File: config.mk
export PLATFORM = sky130hd
export DESIGN_NAME = object_bitmap_reader
export DESIGN_NICKNAME = d
export VERILOG_FILES = /design/src/rtl/object_bitmap_reader.sv
export SDC_FILE = /design/constraint.sdc
export NUM_CORES = 1
export LEC_CHECK = 0
export CAP_MARGIN = 10
export CORE_MARGIN = 3
export CORE_UTILIZATION = 30
export CTS_CLUSTER_SIZE = 14
export DETAILED_ROUTE_END_ITERATION = 12
export PLACE_DENSITY_LB_ADDON = 0.1
export SYNTH_ARGS = -nofsm -noshare
export SYNTH_HDL_FRONTEND = slang
export SYNTH_SLANG_ARGS = --single-unit
File: constraint.sdc
create_clock -name clk -period 5.7 [get_ports clk]
set_clock_uncertainty 0.2 [all_clocks]
set_input_delay 1.14 -clock clk [delete_from_list [all_inputs] [get_ports clk]]
set_output_delay 1.14 -clock clk [all_outputs]
set_load 0.005 [all_outputs]
File: src/rtl/object_bitmap_reader.sv
// Two-stage sprite bitmap reader: maps an object-relative pixel offset to a colour
// from a 4-frame 32x32 table, with a startOfFrame-driven animation frame counter.
module object_bitmap_reader #(
  parameter logic [7:0] TRANSPARENT     = 8'hFF,
  parameter int         FRAMES_PER_STEP = 6,
  parameter bit         TEST_PATTERN    = 1'b0
) (
  input  logic        clk,
  input  logic        resetN,
  input  logic [10:0] offset_x,
  input  logic [10:0] offset_y,
  input  logic        drawRequestIn,
  input  logic        startOfFrame,
  input  logic        animEnable,
  input  logic        syncFrameReset,
  input  logic        flipH,
  output logic [7:0]  RGBout,
  output logic        drawingRequest,
  output logic [1:0]  animFrame
);

  localparam logic [5:0] DIV_LAST = 6'(FRAMES_PER_STEP - 1);

  logic [1:0]  r_animFrame;
  logic [5:0]  r_divCnt;
  logic [11:0] r_addr_p1;
  logic        r_vld_p1;
  logic [7:0]  r_data_p2;
  logic        r_vld_p2;

  logic        w_in_range;
  logic [4:0]  w_col;
  logic [11:0] w_addr;
  logic        w_draw;

  // Table content: either the verification pattern or the default sprite, a disc
  // whose colour encodes frame, row band and column band; corners are transparent.
  function automatic logic [7:0] rom_read(input logic [11:0] a);
    logic [1:0]         fr;
    logic [4:0]         row;
    logic [4:0]         col;
    logic signed [13:0] dx;
    logic signed [13:0] dy;
    logic signed [13:0] r2;
    fr  = a[11:10];
    row = a[9:5];
    col = a[4:0];
    dx  = $signed({8'd0, col, 1'b0}) - 14'sd31;
    dy  = $signed({8'd0, row, 1'b0}) - 14'sd31;
    r2  = dx * dx + dy * dy;
    if (TEST_PATTERN)
      rom_read = {fr, row[2:0], col[2:0]};
    else if (r2 < 14'sd900)
      rom_read = {fr, 1'b1, row[4:2], col[4:3]};
    else
      rom_read = TRANSPARENT;
  endfunction

  assign w_in_range = (offset_x < 11'd32) && (offset_y < 11'd32);
  assign w_col      = flipH ? (5'd31 - offset_x[4:0]) : offset_x[4:0];
  assign w_addr     = {r_animFrame, offset_y[4:0], w_col};

  // Animation divider: only startOfFrame or syncFrameReset cycles change state
  always_ff @(posedge clk or negedge resetN) begin
    if (!resetN) begin
      r_divCnt    <= 6'd0;
      r_animFrame <= 2'd0;
    end else if (syncFrameReset) begin
      r_divCnt    <= 6'd0;
      r_animFrame <= 2'd0;
    end else if (startOfFrame && animEnable) begin
      if (r_divCnt == DIV_LAST) begin
        r_divCnt    <= 6'd0;
        r_animFrame <= r_animFrame + 2'd1;
      end else begin
        r_divCnt <= r_divCnt + 6'd1;
      end
    end
  end

  // Stage 1: address capture with the frame current on this cycle
  always_ff @(posedge clk or negedge resetN) begin
    if (!resetN) begin
      r_addr_p1 <= 12'd0;
      r_vld_p1  <= 1'b0;
      r_vld_p2  <= 1'b0;
    end else begin
      r_addr_p1 <= w_addr;
      r_vld_p1  <= drawRequestIn && w_in_range;
      r_vld_p2  <= r_vld_p1;
    end
  end

  // Stage 2: table read; outputs are gated by the reset-cleared valid
  always_ff @(posedge clk) begin
    r_data_p2 <= rom_read(r_addr_p1);
  end

  assign w_draw         = r_vld_p2 && (r_data_p2 != TRANSPARENT);
  assign drawingRequest = w_draw;
  assign RGBout         = w_draw ? r_data_p2 : 8'h00;
  assign animFrame      = r_animFrame;

endmodule
==> impl_metrics.py, run 1 <==
metrics = {
    "sta": {
        "setup_viol": 0,
        "min_period_ps": 5680,
        "tightest_slew_ps": 1020,
        "rsz0062_at_grt": "yes",
        "slew_viol_final": 0,
        "min_period_over_period": 0.997,
        "hold_violations": 0,
        "fmax_mhz": 176,
        "slew_headroom": 0.320,
    },
    "synthesis": {
        "yosys.cell_count.top_type": "inv_1",
        "yosys_most_used_dff": "dfrtp_1",
        "synthTopCellsByArea": "fa_1 (35%), dfrtp_1 (13%), ha_1 (13%)",
        "synthesis.area_um2": 4180,
        "synth_top_cell_by_area": "fa_1",
        "async_reset_ff_frac": 0.759,
        "syn_inst": 423,
        "yosys-top-cells-count": "inv_1 (113), fa_1 (73), ha_1 (43)",
        "synth_fp_nets": 568,
        "synth_top_area_frac": 0.349,
        "syn_avg_cell_area_um2": 9.89,
        "synth_cell_type_count": 43,
        "synth-edff-count": 0,
        "ys_seq_area_frac": 0.165,
        "yosys_warnings": 0,
        "synth-seq-cells": 29,
    },
    "clock_tree": {
        "htreeDepth": 2,
        "clock_latency_ps": 270,
        "cts_buffer_depth": 2,
        "clockRootBuffer": "clkbuf_16",
        "cts_buffers": 5,
        "path_clk_slew_ps": 50,
        "numClockSinks": 29,
        "cts_tree": "done",
    },
    "setup_path": {
        "r2r_start": "r_addr_p1[9]$_DFF_PN0_",
        "cpMostUsedCell": "fa_1",
        "critPathRequiredTime_ps": 5650,
        "critPathLaunch": "r_addr_p1[9]$_DFF_PN0_",
        "crit_path_max_incr_delay_ps": 500,
        "critPathCaptureType": "register",
        "endpoint": "r_data_p2[2]$_SDFF_PN1_",
        "cp_max_fo": 7,
        "path_cells": "nor2b_4 -> inv_2 -> buf_6 -> fa_2 -> buf_6 -> fa_1 -> inv_1 -> fa_1 -> fa_1 -> fa_1 -> inv_1 -> fa_1 -> inv_2 -> ha_4 -> or4_4 -> nand4_1 -> a22oi_2 -> a211oi_4 -> buf_6 -> o21bai_1",
        "critPathBufInv": 7,
        "start_kind": "register",
        "r2r_end": "r_data_p2[2]$_SDFF_PN1_",
        "reg2reg_slack_ps": 20,
        "crit_type": "reg2reg",
        "r2r_cells": 20,
        "cp.depth": 20,
        "critPathArrivalTime_ps": 5640,
        "slowest_stage": "or4_4",
        "path_delay_family": "adder cells",
    },
    "drt": {
        "wl_per_cell_um": 12.6,
        "dr_total_vias": 2995,
        "drc": 0,
        "viasPerCell": 4.28,
        "drtIter0Drc": 92,
        "drt_pass1_iterations": 4,
        "wl_um": 8830,
        "final_antenna_net_count": 0,
    },
    "die": {
        "rows": 42,
        "die_h_um": 124,
        "initial_core_util": 0.311,
        "die_x_um": 124,
        "dieArea_um2": 15400,
        "core_um2": 13500,
        "io_pins": 40,
    },
    "final_layout": {
        "final_area_um2": 5590,
        "antenna_cells": 0,
        "nets": 667,
        "syn2layout_area_growth_pct": 33.6,
        "fin_util": 0.415,
        "drive_above_1_share": 0.228,
    },
    "global_routing": {
        "grt_max_degree": 23,
        "overflow": 0,
        "antenna_found_initial": 0,
        "grt_pass1_wl_um": 14900,
        "grt_usage": 0.122,
        "grt_pass1_vias": 3152,
    },
    "hold_path": {
        "hold_class": "reg2reg",
    },
    "flow_run": {
        "maxCapViolations": 0,
    },
    "place": {
        "hpwl_um": 7950,
        "io_buffers": 39,
        "place_congestion": 0.766,
        "dpl-instance-area_um2": 5190,
    },
    "status": {
        "status": "finished, final reports clean",
    },
}
state kept, by name, indices dropped and copies added (netlist names):
register,flops
r_vld_p1,1
r_vld_p2,1
r_addr_p1,12
r_data_p2,7
animFrame,2
r_divCnt,6
cells in the final DEF, fill, tap and decap left out, types with 3 or more instances in the layout:
master	instances
nor2b_1	5
inv_1	101
buf_4	49
a21o_1	3
o21ai_2	3
nor2b_4	3
clkbuf_16	5
mux2i_1	3
fa_2	3
nor2_2	3
xnor2_1	16
or2_2	5
dfrtp_2	3
nand3_1	4
and3_1	3
buf_6	10
o31ai_1	4
ha_4	8
inv_2	13
o21bai_1	5
o21ai_1	3
nand2_1	16
ha_1	34
fa_1	70
clkdlybuf4s50_1	39
nor2_1	9
dfxtp_1	7
o21ai_0	13
xor2_1	11
dfrtp_1	19
a21oi_1	4
and2_1	13
per-layer routing:
metal	GRT usage	wire length [um]	vias to the layer above
met5	0	0	-
met4	0.0130	55	0
met3	0.0163	141	7
met2	0.207	4410	25
met1	0.172	4230	1472
li1	-	-	1491
logic make-up (layout without fill, tap and decap cells):
kind of cell | after synthesis | in the layout | share of synthesized area
buffers and inverters | 120 | 220 | 0.109
AO/OA/AOI/OAI | 47 | 47 | 0.0787
flip-flops | 29 | 29 | 0.165
XOR/XNOR | 29 | 29 | 0.0625
AND/OR/NAND/NOR | 79 | 79 | 0.0999
adder cells (fa/ha/maj) | 116 | 116 | 0.478
multiplexers | 3 | 3 | 0.00718
through the flow:
stage          hold WS [ps]  cells  TNS, ps  worst slack (ps)
2_1_floorplan           131    423        0              4.50
3_3_place_gp            137    681    -1670              -240
3_5_place_dp            149    681    -1690              -244
4_1_cts                 160    695    -10.9             -10.9
5_1_grt                 174    699    -1080              -169
6_report                156    699        0              16.1
worst register-to-register path: stages (launching register included):
cell and delay, ps:
dfrtp_2 470, nor2b_4 140, inv_2 60, buf_6 110, fa_2 480, buf_6 140, fa_1 490, inv_1 50
fa_1 490, fa_1 430, fa_1 490, inv_1 50, fa_1 490, inv_2 40, ha_4 220, or4_4 510
nand4_1 100, a22oi_2 110, a211oi_4 270, buf_6 150, o21bai_1 70
cell type report:
cell class,count,area [um^2]
fillers,1390,7870
multi-input cells,274,3230
repair buffers,98,871
flip-flops and latches,29,694
inverters,114,428
well taps,176,220
clock buffers,6,129
clock inverters,2,10.0
worst min-delay path by stage:
stage	to	slack [ps]	cells past startpoint	from
2_1_floorplan	r_vld_p2$_DFF_PN0_	130	0	r_vld_p1$_DFF_PN0_
3_3_place_gp	r_vld_p2$_DFF_PN0_	140	0	r_vld_p1$_DFF_PN0_
3_5_place_dp	r_vld_p2$_DFF_PN0_	150	0	r_vld_p1$_DFF_PN0_
4_1_cts	r_vld_p2$_DFF_PN0_	160	0	r_vld_p1$_DFF_PN0_
5_1_grt	r_vld_p2$_DFF_PN0_	170	0	r_vld_p1$_DFF_PN0_
6_report	r_vld_p2$_DFF_PN0_	160	0	r_vld_p1$_DFF_PN0_
timing repair:
item                                    4_1_cts  5_1_grt
hold buffers                                  0        0
gates cloned                                  0        0
endpoints found under the setup margin        7        7
setup buffers                                 6        4
pin swaps                                    35       25
gates resized for setup                      34       12
endpoints found under the hold margin         0        0
Power of run 1 is not shown: default switching activity piles up to over one toggle a cycle in this logic, so the estimate is an artifact.
==> run 2: changes to the inputs <==
CTS_BUF_LIST = sky130_fd_sc_hd__clkbuf_16   (was unset)
clock period = 6.75 ns   (was 5.7 ns; I/O delays follow)
==> run 2 against run 1 <==
Effect of this change: maximum frequency shrank 10%; non-clock buffer count shrank 50; highest routed layer unchanged; register-to-register slack gained 410 ps; critical path depth shrank 2; sequential share of layout area grew 1.5 points; sequential cell count is the same.
==> impl_metrics.py, run 2 (synthesized netlist as in run 1, its figures left out) <==
metrics = {
    "drt": {
        "final_antenna_net_count": 0,
        "dr_total_vias": 2793,
        "wl_um": 8690,
        "wl_per_cell_um": 13.4,
        "drc": 0,
        "drt_pass1_iterations": 4,
        "viasPerCell": 4.30,
        "drtIter0Drc": 91,
    },
    "hold_path": {
        "hold_class": "reg2reg",
        "hp-start": "r_vld_p1$_DFF_PN0_",
        "hold_end": "r_vld_p2$_DFF_PN0_",
        "holdPathStages": 0,
    },
    "setup_path": {
        "r2r_end": "r_data_p2[7]$_SDFF_PN1_",
        "slowest_stage": "fa_1",
        "cpMostUsedCell": "fa_1",
        "critPathArrivalTime_ps": 6270,
        "start_kind": "register",
        "critPathCaptureType": "register",
        "critPathRequiredTime_ps": 6690,
        "cp_max_fo": 10,
        "crit_path_max_incr_delay_ps": 560,
        "r2r_start": "r_addr_p1[6]$_DFF_PN0_",
        "reg2reg_slack_ps": 430,
        "path_delay_family": "adder cells",
        "path_cells": "nor2b_1 -> inv_1 -> fa_1 -> inv_1 -> fa_1 -> fa_1 -> fa_1 -> fa_1 -> inv_1 -> fa_1 -> inv_1 -> ha_1 -> o21a_1 -> a211o_1 -> a221oi_2 -> o21ai_0 -> xnor2_2 -> o21bai_1",
        "r2r_cells": 18,
        "critPathBufInv": 4,
        "crit_type": "reg2reg",
    },
    "clock_tree": {
        "cts_tree": "done",
        "clock_latency_ps": 270,
        "path_clk_slew_ps": 50,
        "cts-resized-gates": 0,
        "cts_buffers": 5,
        "htreeDepth": 2,
        "clockRootBuffer": "clkbuf_16",
        "cts_buffer_depth": 2,
        "hold_buffers": 0,
        "numClockSinks": 29,
        "cts_setup_buffers": 0,
    },
    "final_layout": {
        "final_area_um2": 4970,
        "seqCellArea_um2": 691,
        "antenna_cells": 0,
        "drive_above_1_share": 0.0550,
        "nFillCells": 1401,
        "final_common_cell": "inv_1",
        "largest-register": "r_addr_p1",
        "multi_input_area_um2": 3040,
        "final_cell_mix": "inv_1 (114), fa_1 (73), ha_1 (43)",
        "reg_top3": "r_addr_p1: 12 flops, r_data_p2: 7 flops, r_divCnt: 6 flops",
        "syn2layout_area_growth_pct": 18.9,
        "largest_reg_flops": 12,
        "nets": 617,
    },
    "sta": {
        "hold-worst-slack_ps": 144,
        "setup-tns-final_ps": 0,
        "min_period_over_period": 0.937,
        "slew_viol_final": 0,
        "setup_viol": 0,
        "slew_headroom": 0.297,
        "min_period_ps": 6320,
        "fmax_mhz": 158,
        "rsz0062_at_grt": "no",
        "hold_violations": 0,
        "tightest_slew_ps": 1050,
    },
    "place": {
        "place_congestion": 0.841,
        "dpl-instance-area_um2": 4830,
        "io_buffers": 39,
        "hpwl_um": 7660,
    },
    "die": {
        "rows": 42,
        "die_h_um": 124,
        "dieArea_um2": 15400,
        "die_x_um": 124,
        "initial_core_util": 0.311,
        "io_pins": 40,
        "core_um2": 13500,
    },
    "global_routing": {
        "overflow": 0,
        "grt_usage": 0.119,
        "grt_pass1_vias": 2878,
        "grt_pass1_wl_um": 14400,
        "antenna_found_initial": 0,
        "grt_max_degree": 23,
    },
    "status": {
        "status": "finished, final reports clean",
    },
    "flow_run": {
        "maxCapViolations": 0,
    },
}
-- run 2: changes by cell type in the layout (fill, tap and decap cells not counted), moves of 3 or more --
| cell | before | now |
|---|---|---|
| nor2_1 | 9 | 13 |
| nor2b_4 | 3 | 0 |
| dfrtp_1 | 19 | 22 |
| fa_1 | 70 | 73 |
| nor2_2 | 3 | 0 |
| fa_2 | 3 | 0 |
| ha_1 | 34 | 43 |
| ha_4 | 8 | 0 |
| buf_4 | 49 | 9 |
| nor2b_1 | 5 | 9 |
| dfrtp_2 | 3 | 0 |
| inv_1 | 101 | 114 |
| inv_2 | 13 | 1 |
| buf_6 | 10 | 0 |
-- run 2: worst max path at each step --
stage	from	endpoint	slack, ps	cells past startpoint
finish	r_addr_p1[6]$_DFF_PN0_	r_data_p2[7]$_SDFF_PN1_	430	18
detailed placement	r_addr_p1[6]$_DFF_PN0_	r_data_p2[7]$_SDFF_PN1_	370	18
CTS	r_addr_p1[6]$_DFF_PN0_	r_data_p2[7]$_SDFF_PN1_	340	18
global route	r_addr_p1[6]$_DFF_PN0_	r_data_p2[7]$_SDFF_PN1_	20	18
global placement	r_addr_p1[9]$_DFF_PN0_	r_data_p2[2]$_SDFF_PN1_	540	17
floorplan	r_addr_p1[9]$_DFF_PN0_	r_data_p2[0]$_SDFF_PN1_	720	18
-- run 2: final cells by class --
| class | count | area share |
|---|---|---|
| Clock buffer | 5 | 0.0252 |
| Clock inverter | 3 | 0.00277 |
| Inverter | 114 | 0.0860 |
| Multi-Input combinational cell | 274 | 0.611 |
| Sequential cell | 29 | 0.139 |
| Tap cell | 176 | 0.0443 |
| Timing Repair Buffer | 48 | 0.0921 |
-- run 2: per-layer routing --
metal | vias to the layer above | wire [um] | GRT usage
met2 | 24 | 4180 | 0.190
li1 | 1386 | - | -
met5 | - | 0 | 0
met3 | 3 | 137 | 0.0141
met4 | 0 | 36 | 0.0123
met1 | 1380 | 4330 | 0.180
-- run 2: per-stage QoR --
step / setup slack [ps] / std cells / utilization
after floorplan: 716 / 423 / -
after global routing: 23.4 / 649 / 0.370
after CTS: 344 / 649 / 0.370
final: 426 / 649 / 0.370
after detailed placement: 374 / 641 / 0.359
after global placement: 542 / 641 / 0.359
Power of run 2 is left out for the same reason.
